### config.mk
export PLATFORM = sky130hd
export DESIGN_NAME = alu_mc
export DESIGN_NICKNAME = d
export VERILOG_FILES = /design/src/rtl/alu_mc.sv
export SDC_FILE = /design/constraint.sdc
export NUM_CORES = 1
export LEC_CHECK = 0
export CAP_MARGIN = 20
export CORE_MARGIN = 5
export CORE_UTILIZATION = 52
export DETAILED_ROUTE_END_ITERATION = 10
export PLACE_DENSITY = 0.77
export SYNTH_ARGS = -nofsm -noshare
export SYNTH_HDL_FRONTEND = slang
export SYNTH_SLANG_ARGS = --single-unit
export TNS_END_PERCENT = 50
### constraint.sdc
create_clock -name clk -period 4.5 [get_ports clk]
set_input_delay 0.9 -clock clk [delete_from_list [all_inputs] [get_ports clk]]
set_output_delay 0.9 -clock clk [all_outputs]
set_load 0.02 [all_outputs]
### src/rtl/alu_mc.sv
// Multi-cycle ALU: single-cycle ADD/SUB/XOR/SLT, WIDTH-cycle shift-add MUL.
// valid/ready: a transfer happens on a rising edge where both valid and ready are 1.
module alu_mc #(
    parameter int WIDTH = 32
) (
    input  logic             clk,
    input  logic             rst_n,
    input  logic             in_valid,
    output logic             in_ready,
    input  logic [WIDTH-1:0] a,
    input  logic [WIDTH-1:0] b,
    input  logic [2:0]       ctrl,
    output logic             out_valid,
    input  logic             out_ready,
    output logic [WIDTH-1:0] result,
    output logic             zero,
    output logic             overflow,
    output logic             carry,
    output logic             illegal,
    output logic [1:0]       dbg_state
);

    localparam int CW = (WIDTH > 1) ? $clog2(WIDTH) : 1;

    typedef enum logic [1:0] {
        IDLE = 2'd0,
        MUL  = 2'd1,
        DONE = 2'd2
    } state_t;

    state_t             state, state_nxt;
    logic               started;
    logic [CW-1:0]      cnt;
    logic [WIDTH-1:0]   mcand;
    logic [2*WIDTH-1:0] prod, prod_nxt;
    logic [WIDTH:0]     upper;
    logic               accept, is_mul, mul_last;

    logic [WIDTH:0]     sum, diff;
    logic               add_ovf, sub_ovf;
    logic [WIDTH-1:0]   alu_res;
    logic               alu_c, alu_v, alu_ill;

    // in_ready stays low until the first edge after reset releases
    assign in_ready  = (state == IDLE) && started;
    assign out_valid = (state == DONE);
    assign dbg_state = state;
    assign accept    = in_valid && in_ready;
    assign is_mul    = (ctrl == 3'b100);
    assign mul_last  = (state == MUL) && (cnt == CW'(WIDTH - 1));

    always_ff @(posedge clk or negedge rst_n) begin
        if (!rst_n) state <= IDLE;
        else        state <= state_nxt;
    end

    always_comb begin
        state_nxt = state;
        case (state)
            IDLE:    if (accept) state_nxt = is_mul ? MUL : DONE;
            MUL:     if (mul_last) state_nxt = DONE;
            DONE:    if (out_ready) state_nxt = IDLE;
            default: state_nxt = IDLE;
        endcase
    end

    always_comb begin
        sum     = {1'b0, a} + {1'b0, b};
        diff    = {1'b0, a} + {1'b0, ~b} + (WIDTH+1)'(1);
        add_ovf = (a[WIDTH-1] == b[WIDTH-1]) && (sum[WIDTH-1] != a[WIDTH-1]);
        sub_ovf = (a[WIDTH-1] != b[WIDTH-1]) && (diff[WIDTH-1] != a[WIDTH-1]);
        alu_res = '0;
        alu_c   = 1'b0;
        alu_v   = 1'b0;
        alu_ill = 1'b0;
        case (ctrl)
            3'b000: begin alu_res = sum[WIDTH-1:0];  alu_c = sum[WIDTH];  alu_v = add_ovf; end
            3'b001: begin alu_res = diff[WIDTH-1:0]; alu_c = diff[WIDTH]; alu_v = sub_ovf; end
            3'b010: alu_res = a ^ b;
            3'b011: alu_res = {{(WIDTH-1){1'b0}}, diff[WIDTH-1] ^ sub_ovf};
            3'b100: alu_res = '0;
            default: alu_ill = 1'b1;
        endcase
    end

    // Low half of prod holds the remaining multiplier bits; high half accumulates.
    always_comb begin
        upper    = {1'b0, prod[2*WIDTH-1:WIDTH]} + {1'b0, (prod[0] ? mcand : {WIDTH{1'b0}})};
        prod_nxt = {upper, prod[WIDTH-1:1]};
    end

    always_ff @(posedge clk or negedge rst_n) begin
        if (!rst_n) begin
            started  <= 1'b0;
            cnt      <= '0;
            mcand    <= '0;
            prod     <= '0;
            result   <= '0;
            zero     <= 1'b0;
            overflow <= 1'b0;
            carry    <= 1'b0;
            illegal  <= 1'b0;
        end else begin
            started <= 1'b1;
            if (accept) begin
                if (is_mul) begin
                    mcand <= a;
                    prod  <= {{WIDTH{1'b0}}, b};
                    cnt   <= '0;
                end else begin
                    result   <= alu_res;
                    zero     <= (alu_res == '0);
                    overflow <= alu_v;
                    carry    <= alu_c;
                    illegal  <= alu_ill;
                end
            end else if (state == MUL) begin
                prod <= prod_nxt;
                cnt  <= cnt + CW'(1);
                if (mul_last) begin
                    result   <= prod_nxt[WIDTH-1:0];
                    zero     <= (prod_nxt[WIDTH-1:0] == '0);
                    overflow <= |prod_nxt[2*WIDTH-1:WIDTH];
                    carry    <= 1'b0;
                    illegal  <= 1'b0;
                end
            end
        end
    end

endmodule
Word level (Yosys, flattened, before mapping)

Index checks and enable logic that the tools add are counted.

Register bits after elaboration: 140
Input bits: 71
Output and inout port bits: 40
Word-level logic and storage cells: 85

$add $sub $neg: 5
Equal/unequal tests: 16
Muxes and demuxes: 34
Bitwise logic cells: 3
Reductions and logical operators: 17

Operator list:

| kind                    | count |
|---|---|
| $mux W64                | 3 |
| $mux W32                | 5 |
| $pmux W32 S4            | 1 |
| $add A32 B32 Y33        | 3 |
| $logic_not A32 Y1       | 2 |
| $add A33 B1 Y33 const B | 1 |
| $not A32 Y32            | 1 |
| $reduce_or A32 Y1       | 1 |
| $xor A32 B32 Y32        | 1 |
| $mux W1                 | 15 |
| $mux W5                 | 3 |
| $mux W2                 | 4 |
| $eq A3 B2 Y1 const B    | 2 |
| $ne A2 B2 Y1 const B    | 3 |
| $pmux W2 S3             | 1 |
| $reduce_and A3 Y1       | 2 |
| $add A5 B1 Y5 const B   | 1 |
| $eq A5 B5 Y1 const B    | 1 |
| $logic_and A1 B1 Y1     | 5 |
| $ne A2 B1 Y1 const B    | 2 |
| $pmux W1 S2             | 2 |
| $reduce_and A2 Y1       | 2 |
| $reduce_bool A2 Y1      | 2 |
| $reduce_or A4 Y1        | 1 |
| other kinds (9)         | 11 |

Longest topological paths before layout

Gate-level depths: netlist of the first run.

Depth in word-level cells: 10
Gate-level depth with buffers: 23
Mapped depth without buffers: 22

Worst setup path before layout of the first run

OpenSTA, ideal clock, no wires.

Path type: input to register
Start: input b[11]
End: register zero
Setup time: 0.076 ns
Arrival: 5.352 ns
Data required time: 4.424 ns
Slack: -0.929 ns
Stages: 23
Path buffers: 1
Cell sequence: inv_1 > ha_1 > buf_2 > nand4_1 > nor3_1 > o2111ai_1 > and2_1 > a211o_1 > nand3_1 > and2_1 > a21oi_1 > o21bai_1 > fa_1 > a311oi_1 > a2111oi_0 > o21a_1 > o211a_1 > nand4_1 > nor4b_1 > nand4_1 > or4b_1 > or4_1 > o21ai_1

Word-level cells in the longest chain between the ends: 10
Elaborated cells on any way between the ends: 12
Classes of those cells: add/sub (3); eq/ne (1); mux (3); bitwise (3); reduce/logical (2)

Ends and longest elaborated chain:

| what                  | line | text |
|---|---|---|
| from (decl)           | 11   | `input logic [WIDTH-1:0] b,` |
| $not A32 Y32          | 69   | `diff = {1'b0, a} + {1'b0, ~b} + (WIDTH+1)'(1);` |
| $add A32 B32 Y33      | 69   |  |
| $add A33 B1 Y33       | 69   |  |
| $ne A1 B1 Y1          | 71   | `sub_ovf = (a[WIDTH-1] != b[WIDTH-1]) && (diff[WIDTH-1] != a[WIDTH-1]);` |
| $logic_and A1 B1 Y1   | 71   |  |
| $xor A1 B1 Y1         | 80   | `3'b011: alu_res = {{(WIDTH-1){1'b0}}, diff[WIDTH-1] ^ sub_ovf};` |
| $pmux W32 S4 (*)      | 76   | `case (ctrl)` |
| $logic_not A32 Y1 (*) | 112  | `zero <= (alu_res == '0);` |
| $mux W1 (*)           | 106  | `if (is_mul) begin` |
| $mux W1 (*)           | 105  | `if (accept) begin` |
| to (signal assigned)  | 112  |  |
| to (signal assigned)  | 122  | `zero <= (prod_nxt[WIDTH-1:0] == '0);` |
| to (decl)             | 16   | `output logic zero,` |

Mark *: on every way between the ends. The rest lies on a longest branch, timed or not. The select of a mux whose other input is x is not followed.
A chain may end at the register's enable or synchronous reset.

Worst setup path after layout of the first run

Start: input b[19]
End: register zero

The elaborated chain is that of the path after synthesis.

==> summary.md, run 1 <==
| Metric | Value |
|---|---|
| Outcome | complete, but fails checks |
| Failing checks | negative setup slack |
| Crit. End Element | register |
| CP max stage delay | 540 ps |
| CTS clk-pin slew, worst paths | 70 ps |
| Final TNS setup | -840 ps |
| Actual slew at the worst max-slew pin | 977 ps |
| Dpl cell area | 16,400 um2 |
| CTS tree | yes |
| Critical path peak fanout | 2 |
| All-layer global routing usage | 37.4% |
| Final setup fails | 1 |
| Fmax | 187 MHz |
| Critical path type | input pin to register |
| Ports | 111 |
| Root buf cell | clkbuf_16 |
| Most common cell after layout, fill and taps aside | buf_4 |
| Synth unique cells | 97 |
| Cell area power density | 378 nW/um2 |
| Skew-Pair Late Insertion Delay | 440 ps |
| Final-stage net count | 2,130 |
| Die Ht | 165 um |
| Most frequent cells in the layout | buf_4, dfrtp_1, nand2_1 |
| Row count | 56 |
| Worst min-delay path class | register to register |
| Post-Syn Area | 12,500 um2 |
| Clock skew | 12.1 ps |
| DRT Pass-1 Iters | 7 |
| Max-cap violations | 0 |
| DP HPWL | 39,100 um |
| Slew Viols, Final | 0 |
| Primary FF master, synth | dfrtp_1 |
| Layout cell share with drive strength beyond 1 | 27.9% |
| Post-synthesis instance total | 1,568 |
| Routed wire length per instance | 22.4 um |
| Die ar. | 27,200 um2 |
| Initial Util | 53.1% |
| Largest net degree at the start of global routing | 99 |
| Unrepaired setup endpoints after global routing | true |
| CP cell instances | clkdlybuf4s15_1, inv_2, ha_4, inv_2, or4_1, a211o_1, nand3_1, and2_4, a21oi_2, o21bai_2, fa_2, a311oi_2, a2111oi_2, o21a_1, o211a_1, nand4_1, nor4b_2, nand4_1, or4b_4, or4_4, o21ai_2 |
| Final Hold Viols | 0 |
| Sequential area share after synthesis | 28.0% |
| Initial antenna violation count | 1 |
| Tmin final | 5340 ps |
| CORE AREA | 23,500 um2 |
| Tot Pwr | 6.54 mW |
| Setup ws final | -840 ps |
| First-pass GRT wire length | 78,400 um |
| Minimum setup slack after placement | -1930 ps |
| Number of flops mapped to enable cells by yosys | 0 |
| Mean Syn Cell Area | 7.97 um2 |
| Critical Path Start Type | input pin |
| Critical path arrival | 5710 ps |
| Fin area | 17,300 um2 |
| Seq cells post-synth | 140 |
| Req. time, crit path | 4870 ps |
| LEAKAGE | 8.11 nW |
| # port buffers | 110 |
| GRT Residual Overflow | 0 |
| Ys async rst share | 100% |
| Initial DRC count | 1,761 |
| Routed via count | 14,410 |
| Part of the cycle the worst path needs | 119% |
| VDD IR max | 244 uV |
| CTS H-tree depth | 4 |
| Via density | 6.29 |
| Syn_nets | 1,741 |
| Vias in the first global route | 13,933 |
| Num CTS Buffers | 17 |
| # DRC | 0 |
| Sink Count | 140 |
| Max_slew headroom | 34.0% |
| Syn. warnings | 0 |
| DRT antenna net count | 0 |
| # fillers | 1,848 |
| Post-Route WL | 51,300 um |
| Hold_buf cts | 0 |
| Buffers and inverters on the worst path | 3 |
| Placer's final routability congestion estimate | 1.04 |
| CTS Buffer Depth | 2 |
| Die Width | 165 um |
| CP max stage cell | or4_1 |
| Final core utilization | 73.5% |
| Family with the most delay on the worst path | simple AND/OR/NAND/NOR gates |
| Synthesis-to-layout area growth | 38.6% |
==> state kept, by name, summed over array words and instances, names as in the netlist <==
name       cells
illegal        1
cnt            5
zero           1
dbg_state      2
mcand         32
prod          64
started        1
result        32
overflow       1
carry          1
==> per-layer routing <==
layer  share of wire [%]  vias to the layer above  track usage [%]
li1                    -                     6588                -
met3                 8.2                      183             5.81
met1                  40                     6847             49.1
met2                  46                      792             59.9
met5                   0                        -                0
met4                 6.0                        0             19.1
==> report_power, final <==
group / switching [mW] / total [mW] / internal, mW / leakage (nW)
Combinational: 1.68 / 3.04 / 1.35 / 6.00
Sequential: 0.359 / 2.03 / 1.67 / 1.82
Clock: 0.726 / 1.47 / 0.747 / 0.284
Total: 2.77 / 6.54 / 3.77 / 8.11
==> final timing paths <==
check | slack, ps | to | cells after the start | from
max | -840 | zero | 21 | b[19]
min | 490 | result[30] | 2 | result[30]
max reg2reg | 130 | overflow | 15 | prod[0]
min reg2reg | 490 | result[30] | 2 | result[30]
max in group asynchronous | 3020 | prod[0] | 2 | rst_n
min in group asynchronous | 550 | mcand[4] | 1 | rst_n
==> repair_timing <==
item | 4_1_cts | 5_1_grt
gates resized for setup | 105 | 64
pin swaps | 25 | 29
endpoints found under the setup margin | 4 | 5
setup buffers | 4 | 3
==> cell type report <==
| cell class | count | area (um2) | area share (%) |
|---|---|---|---|
| Clock inverter | 15 | 174 | 1.00 |
| Tap cell | 319 | 399 | 2.31 |
| Inverter | 79 | 314 | 1.81 |
| Clock buffer | 17 | 425 | 2.46 |
| Timing Repair Buffer | 458 | 3730 | 21.5 |
| Sequential cell | 140 | 3500 | 20.2 |
| Antenna cell | 1 | 2.50 | 0.0145 |
| Multi-Input combinational cell | 1261 | 8770 | 50.6 |
==> worst reg2reg max path, stage by stage (launching register included) <==
cell and delay [ps]:
dfrtp_2 540, and2_1 200, ha_1 220, inv_1 70, fa_1 410, nor2b_1 200
o21bai_1 100, a21boi_0 350, o22a_1 290, xnor2_1 180, nor4b_1 330, nand3b_1 190
nor4b_1 520, nand4b_1 210, nor4_1 320, a31oi_1 120
==> Yosys cell counts (all sizes together), types with 31 or more instances <==
cell / instances / area (um2)
clkbuf: 67 / 251
and2: 41 / 257
mux2: 31 / 353
nor2: 130 / 490
ha: 98 / 1230
dfrtp: 140 / 3500
o21ai: 141 / 709
nor3: 43 / 220
inv: 77 / 289
nand2: 142 / 533
nand3: 51 / 255
a21oi: 124 / 621
nor4: 32 / 228
==> kinds of logic after synthesis <==
group / Yosys count / share of synthesized area (%)
simple gates: 554 / 22.1
compound gates: 529 / 28.1
buf+inv: 167 / 5.25
flops: 140 / 28.0
fa+ha+maj: 102 / 10.5
mux: 43 / 3.78
xor+xnor: 32 / 2.24
other cells: 1 / 0.0300
==> stage by stage <==
step                std cells  hold slack, ps
floorplan                1568             442
global placement         2251             458
detailed placement       2251             470
CTS                      2287             492
global route             2290             508
finish                   2290             489
No activity file was read; power rests on OpenSTA's default activity.
==> inputs of run 2 (changes only) <==
--- a/config.mk
+++ b/config.mk
@@ -5,6 +5,7 @@
 export SDC_FILE = /design/constraint.sdc
 export NUM_CORES = 1
 export LEC_CHECK = 0
+export ABC_CLOCK_PERIOD_IN_PS = 5700
 export CAP_MARGIN = 20
 export CORE_MARGIN = 5
 export CORE_UTILIZATION = 52
==> constraint.sdc (replaced) <==
create_clock -name clk -period 5.7 [get_ports clk]
set_input_delay 1.14 -clock clk [delete_from_list [all_inputs] [get_ports clk]]
set_output_delay 1.14 -clock clk [all_outputs]
set_load 0.02 [all_outputs]
==> summary.md, run 2 (synthesis gave the netlist of run 1 again) <==
| Metric | Value |
|---|---|
| Die ar. | 27,200 um2 |
| DRT antenna net count | 0 |
| Via density | 6.44 |
| CP max stage cell | or4_1 |
| Tot Pwr | 5.23 mW |
| Die Width | 165 um |
| Req. time, crit path | 6070 ps |
| Part of the cycle the worst path needs | 96.6% |
| Most common cell after layout, fill and taps aside | buf_4 |
| Tmin final | 5510 ps |
| Biggest regs | prod (64), mcand (32), result (32) |
| VDD IR max | 208 uV |
| Largest net degree at the start of global routing | 100 |
| Critical path type | input pin to register |
| Vias in the first global route | 13,464 |
| Placer's final routability congestion estimate | 1.03 |
| Dpl cell area | 15,300 um2 |
| Max reg flops | 64 |
| Outcome | complete, no violations |
| Critical path peak fanout | 2 |
| Max-cap violations | 0 |
| Critical path arrival | 5880 ps |
| Critical Path Start Type | input pin |
| DP HPWL | 39,400 um |
| Sink Count | 140 |
| All-layer global routing usage | 37.7% |
| GRT Residual Overflow | 0 |
| Fmax | 182 MHz |
| Num CTS Buffers | 17 |
| R2R setup slack | 630 ps |
| # DRC | 0 |
| Skew-Pair Late Insertion Delay | 450 ps |
| Slew Viols, Final | 0 |
| RR Endpoint | overflow |
| Buffers and inverters on the worst path | 1 |
| Routed wire length per instance | 24.0 um |
| Hold Crit Depth | 2 |
| Most frequent cells in the layout | buf_4, dfrtp_1, o21ai_0 |
| Placed Cells | 2,122 |
| CP cell instances | clkdlybuf4s15_1, ha_4, nor2b_4, o31a_1, o2111ai_4, and2_4, a211o_1, nand3_1, and2_4, a21oi_2, o21bai_1, fa_2, a311oi_2, a2111oi_2, o21a_1, o211a_1, nand4_1, nor4b_2, nand4_1, or4b_1, or4_1, o21ai_1 |
| DRT Pass-1 Iters | 6 |
| Family with the most delay on the worst path | simple AND/OR/NAND/NOR gates |
| Initial DRC count | 1,552 |
| CP max stage delay | 530 ps |
| Ports | 111 |
| CTS clk-pin slew, worst paths | 80 ps |
| Fin area | 16,400 um2 |
| Worst min-delay path class | register to register |
| Antenna cells | 0 |
| Initial antenna violation count | 1 |
| First-pass GRT wire length | 77,900 um |
| Layout cell share with drive strength beyond 1 | 23.0% |
| Cell area power density | 320 nW/um2 |
| Minimum setup slack after placement | -813 ps |
| Routed via count | 13,944 |
| Min-Delay Endpoint | result[29] |
| Final Hold Viols | 0 |
| R2R cell count | 14 |
| Actual slew at the worst max-slew pin | 989 ps |
| Post-Route WL | 52,000 um |
| Row count | 56 |
| CTS Buffer Depth | 2 |
| Initial Util | 53.1% |
| Non-Filler Instances | 2,164 |
| CTS tree | yes |
| Root buf cell | clkbuf_16 |
| Setup ws final | 191 ps |
| CTS H-tree depth | 4 |
| CORE AREA | 23,500 um2 |
| Min-Delay Startpoint | result[29] |
| Final setup fails | 0 |
| Hold_buf cts | 0 |
| # port buffers | 110 |
| Max_slew headroom | 32.4% |
| FF-to-FF Start | prod[0] |
| Clock skew | 16.4 ps |
| Crit. End Element | register |
| Synthesis-to-layout area growth | 30.9% |
| Largest Register | prod |
| Final core utilization | 69.5% |
| LEAKAGE | 7.58 nW |
| Final-stage net count | 2,005 |
| Die Ht | 165 um |
==> run 2: cell types whose count changed in the layout (fill, tap and decap cells not counted), sizes merged <==
cell           change
diode              -1
clkinvlp           -1
clkbuf             +8
bufinv             +3
clkdlybuf4s15      -6
dlygate4sd2        -9
clkdlybuf4s50      -1
dlymetal6s2s      +10
clkinv             -4
buf              -127
inv                +2
==> run 2: per-layer routing <==
metal | global-route usage [%] | vias to the layer above | part of all wire (%)
met2 | 60.5 | 759 | 46
met1 | 49.0 | 6706 | 41
met4 | 16.5 | 0 | 4.8
met5 | 0 | - | 0
li1 | - | 6326 | -
met3 | 8.24 | 153 | 8.8
==> run 2: cell type report <==
type | count | area (um2)
Clock buffer | 17 | 425
Sequential cell | 140 | 3500
Multi-Input combinational cell | 1261 | 8760
Inverter | 79 | 297
Clock inverter | 15 | 219
Timing Repair Buffer | 333 | 2760
Tap cell | 319 | 399
Fill cell | 1963 | 7190
==> run 2: worst max-delay path by stage <==
stage,slack (ps),end,start,cells after the start
after floorplan,30,zero,b[11],23
after global placement,-700,zero,a[17],23
after detailed placement,-810,zero,b[11],24
after CTS,30,zero,a[14],24
after global routing,-70,zero,b[11],25
final,190,zero,a[1],22
==> run 2: where the power goes <==
part	switching (mW)	leakage [nW]	internal [mW]
logic	1.34	5.45	0.983
clock network	0.558	0.312	0.715
registers	0.310	1.82	1.32
total	2.21	7.58	3.02
==> run 2: per-stage QoR <==
stage	TNS, ps	hold WS, ps
2_1_floorplan	0	442
5_1_grt	-67.0	505
4_1_cts	0	489
3_3_place_gp	-702	459
3_5_place_dp	-813	464
6_report	0	482
==> run 2: repair_timing <==
action                                  4_1_cts  5_1_grt
buffers inserted                              2        8
endpoints found under the setup margin        1        1
pin swaps                                    18       23
gates resized for setup                      77       92
==> run 2: worst reg2reg max path: stages, from the launching register on <==
cell	delay, ps
dfrtp_1	790
nand2_1	280
inv_1	120
ha_1	230
a211oi_1	470
o32ai_1	250
a2111oi_0	930
buf_4	270
nor2_1	80
a31o_2	310
xor2_1	160
nor4b_1	350
nand4b_1	130
nor4_1	400
a31oi_1	160
==> inputs of run 3 (changes only) <==
--- a/config.mk
+++ b/config.mk
@@ -10,7 +10,9 @@
 export CORE_MARGIN = 5
 export CORE_UTILIZATION = 52
 export DETAILED_ROUTE_END_ITERATION = 10
+export GPL_TIMING_DRIVEN = 0
 export PLACE_DENSITY = 0.77
+export SLEW_MARGIN = 20
 export SYNTH_ARGS = -nofsm -noshare
 export SYNTH_HDL_FRONTEND = slang
 export SYNTH_SLANG_ARGS = --single-unit
==> summary.md, run 3 (synthesis gave the netlist of run 1 again) <==
| Metric | Value |
|---|---|
| Critical Path Start Type | input pin |
| Antenna cells | 0 |
| Ports | 111 |
| Final Hold Viols | 0 |
| Sink Count | 140 |
| Final TNS setup | -126 ps |
| Tot Pwr | 5.00 mW |
| Initial DRC count | 1,922 |
| FF-to-FF Start | prod[0] |
| Actual slew at the worst max-slew pin | 1110 ps |
| Top Usage Layer GRT | met2 |
| Post-Route WL | 51,900 um |
| Setup ws final | -126 ps |
| Critical path arrival | 6210 ps |
| CTS tree | yes |
| RR Endpoint | overflow |
| Initial Util | 53.1% |
| All-layer global routing usage | 38.1% |
| R2R setup slack | 510 ps |
| CORE AREA | 23,500 um2 |
| GR Layer Usage met2 | 56.3% |
| Tmin final | 5830 ps |
| Hold_buf cts | 0 |
| Die ar. | 27,200 um2 |
| Routed via count | 13,713 |
| DRT antenna net count | 0 |
| Slew Viols, Final | 0 |
| CTS Buffer Depth | 2 |
| Placed Cells | 1,998 |
| Part of the cycle the worst path needs | 102% |
| Hold WS | 484 ps |
| Clock skew | 20.0 ps |
| Layout cell share with drive strength beyond 1 | 14.0% |
| Root buf cell | clkbuf_16 |
| Final setup fails | 1 |
| First-pass GRT wire length | 78,300 um |
| Unrepaired setup endpoints after global routing | true |
| CTS H-tree depth | 4 |
| DRT Pass-1 Iters | 6 |
| Cell area power density | 327 nW/um2 |
| LEAKAGE | 6.68 nW |
| VDD IR max | 227 uV |
| Skew-Pair Late Insertion Delay | 460 ps |
| GR Util met3 | 8.04% |
| Final-stage net count | 1,897 |
| Req. time, crit path | 6080 ps |
| Routed wire length per instance | 25.3 um |
| Worst min-delay path class | register to register |
| Most frequent cells in the layout | nand2_1, dfrtp_1, o21ai_0 |
| Outcome | complete, but fails checks |
| Via density | 6.67 |
| R2R cell count | 14 |
| # port buffers | 110 |
| Row count | 56 |
| Max reg flops | 64 |
| Die Ht | 165 um |
| Largest Register | prod |
| Crit path to | zero |
| Num CTS Buffers | 17 |
| Max_slew headroom | 25.8% |
| Critical path peak fanout | 10 |
| Initial antenna violation count | 0 |
| Vias in the first global route | 13,134 |
| GRT Residual Overflow | 0 |
| Failing checks | negative setup slack |
| # DRC | 0 |
| CTS clk-pin slew, worst paths | 80 ps |
| Critical path type | input pin to register |
| Largest net degree at the start of global routing | 78 |
| Synthesis-to-layout area growth | 22.5% |
| CP Launch Point | a[17] |
| Placer's final routability congestion estimate | 1.04 |
| DP HPWL | 39,800 um |
| Max-cap violations | 0 |
| Non-Filler Instances | 2,056 |
| Fmax | 172 MHz |
| Met1 Use GR | 52.0% |
| Crit. End Element | register |
| Die Width | 165 um |
| Biggest regs | prod (64), mcand (32), result (32) |
## run 3: cell types whose count changed in the layout (fill, tap and decap cells not counted), moves of 9 or more
cell	before	now
buf_4	220	36
clkbuf_1	0	54
dlygate4sd2_1	4	27
dlymetal6s2s_1	20	0
clkbuf_2	15	5
clkdlybuf4s15_2	0	9
## run 3: area by class of cell
type,count,area [um2]
Buffer,78,407
Clock buffer,17,425
Clock inverter,15,174
Fill cell,2138,8230
Inverter,79,304
Multi-Input combinational cell,1261,8720
Sequential cell,140,3500
Tap cell,319,399
Timing Repair Buffer,147,1370
## run 3: what timing repair did
| item | 4_1_cts | 5_1_grt |
|---|---|---|
| pin swaps | 34 | 2 |
| buffers inserted | 36 | 0 |
| gates cloned | 0 | 0 |
| setup endpoints to repair | 38 | 49 |
| resized for setup | 186 | 8 |
## run 3: routing by layer
| layer | vias to the layer above | routed length (um) |
|---|---|---|
| li1 | 6105 | - |
| met1 | 6556 | 21400 |
| met2 | 880 | 22100 |
| met3 | 172 | 5210 |
| met4 | 0 | 3290 |
| met5 | - | 0 |
## run 3: how the worst min path moves through the flow
stage | start | end | slack, ps | cells after the start
after floorplan | mcand[31] | mcand[31] | 440 | 2
after global placement | mcand[0] | mcand[0] | 460 | 2
after detailed placement | mcand[0] | mcand[0] | 470 | 2
after CTS | mcand[0] | mcand[0] | 490 | 2
after global routing | prod[43] | prod[43] | 500 | 1
final | mcand[0] | mcand[0] | 480 | 2
## run 3: where the power goes
part	total (mW)	leakage (nW)	internal [mW]	switching [mW]
Clock	1.18	0.287	0.593	0.587
Combinational	2.22	4.57	0.907	1.31
Sequential	1.60	1.82	1.32	0.281
Total	5.00	6.68	2.82	2.18
## run 3: critical path, stage by stage
cell and delay (ps):
clkdlybuf4s15_2 290, ha_4 330, buf_6 140, nand2_2 100, nor3_4 200, o2111ai_2 170, and2_4 190, a211o_1 320
nand3_1 100, and2_4 150, a21oi_2 60, o21bai_2 190, fa_2 270, a311oi_4 120, a2111oi_2 290, o21a_1 180
o211a_1 160, nand4_1 220, nor4b_2 310, nand4_1 190, or4b_4 530, or4_1 420, o21ai_1 130
## run 3: stage by stage
stage	setup WS [ps]	util, %	cell area [um2]
floorplan	31.1	-	12500
global placement	-2290	59.5	14000
detailed placement	-1790	59.6	14000
CTS	16.1	65.0	15300
global route	-227	65.0	15300
finish	-126	65.0	15300
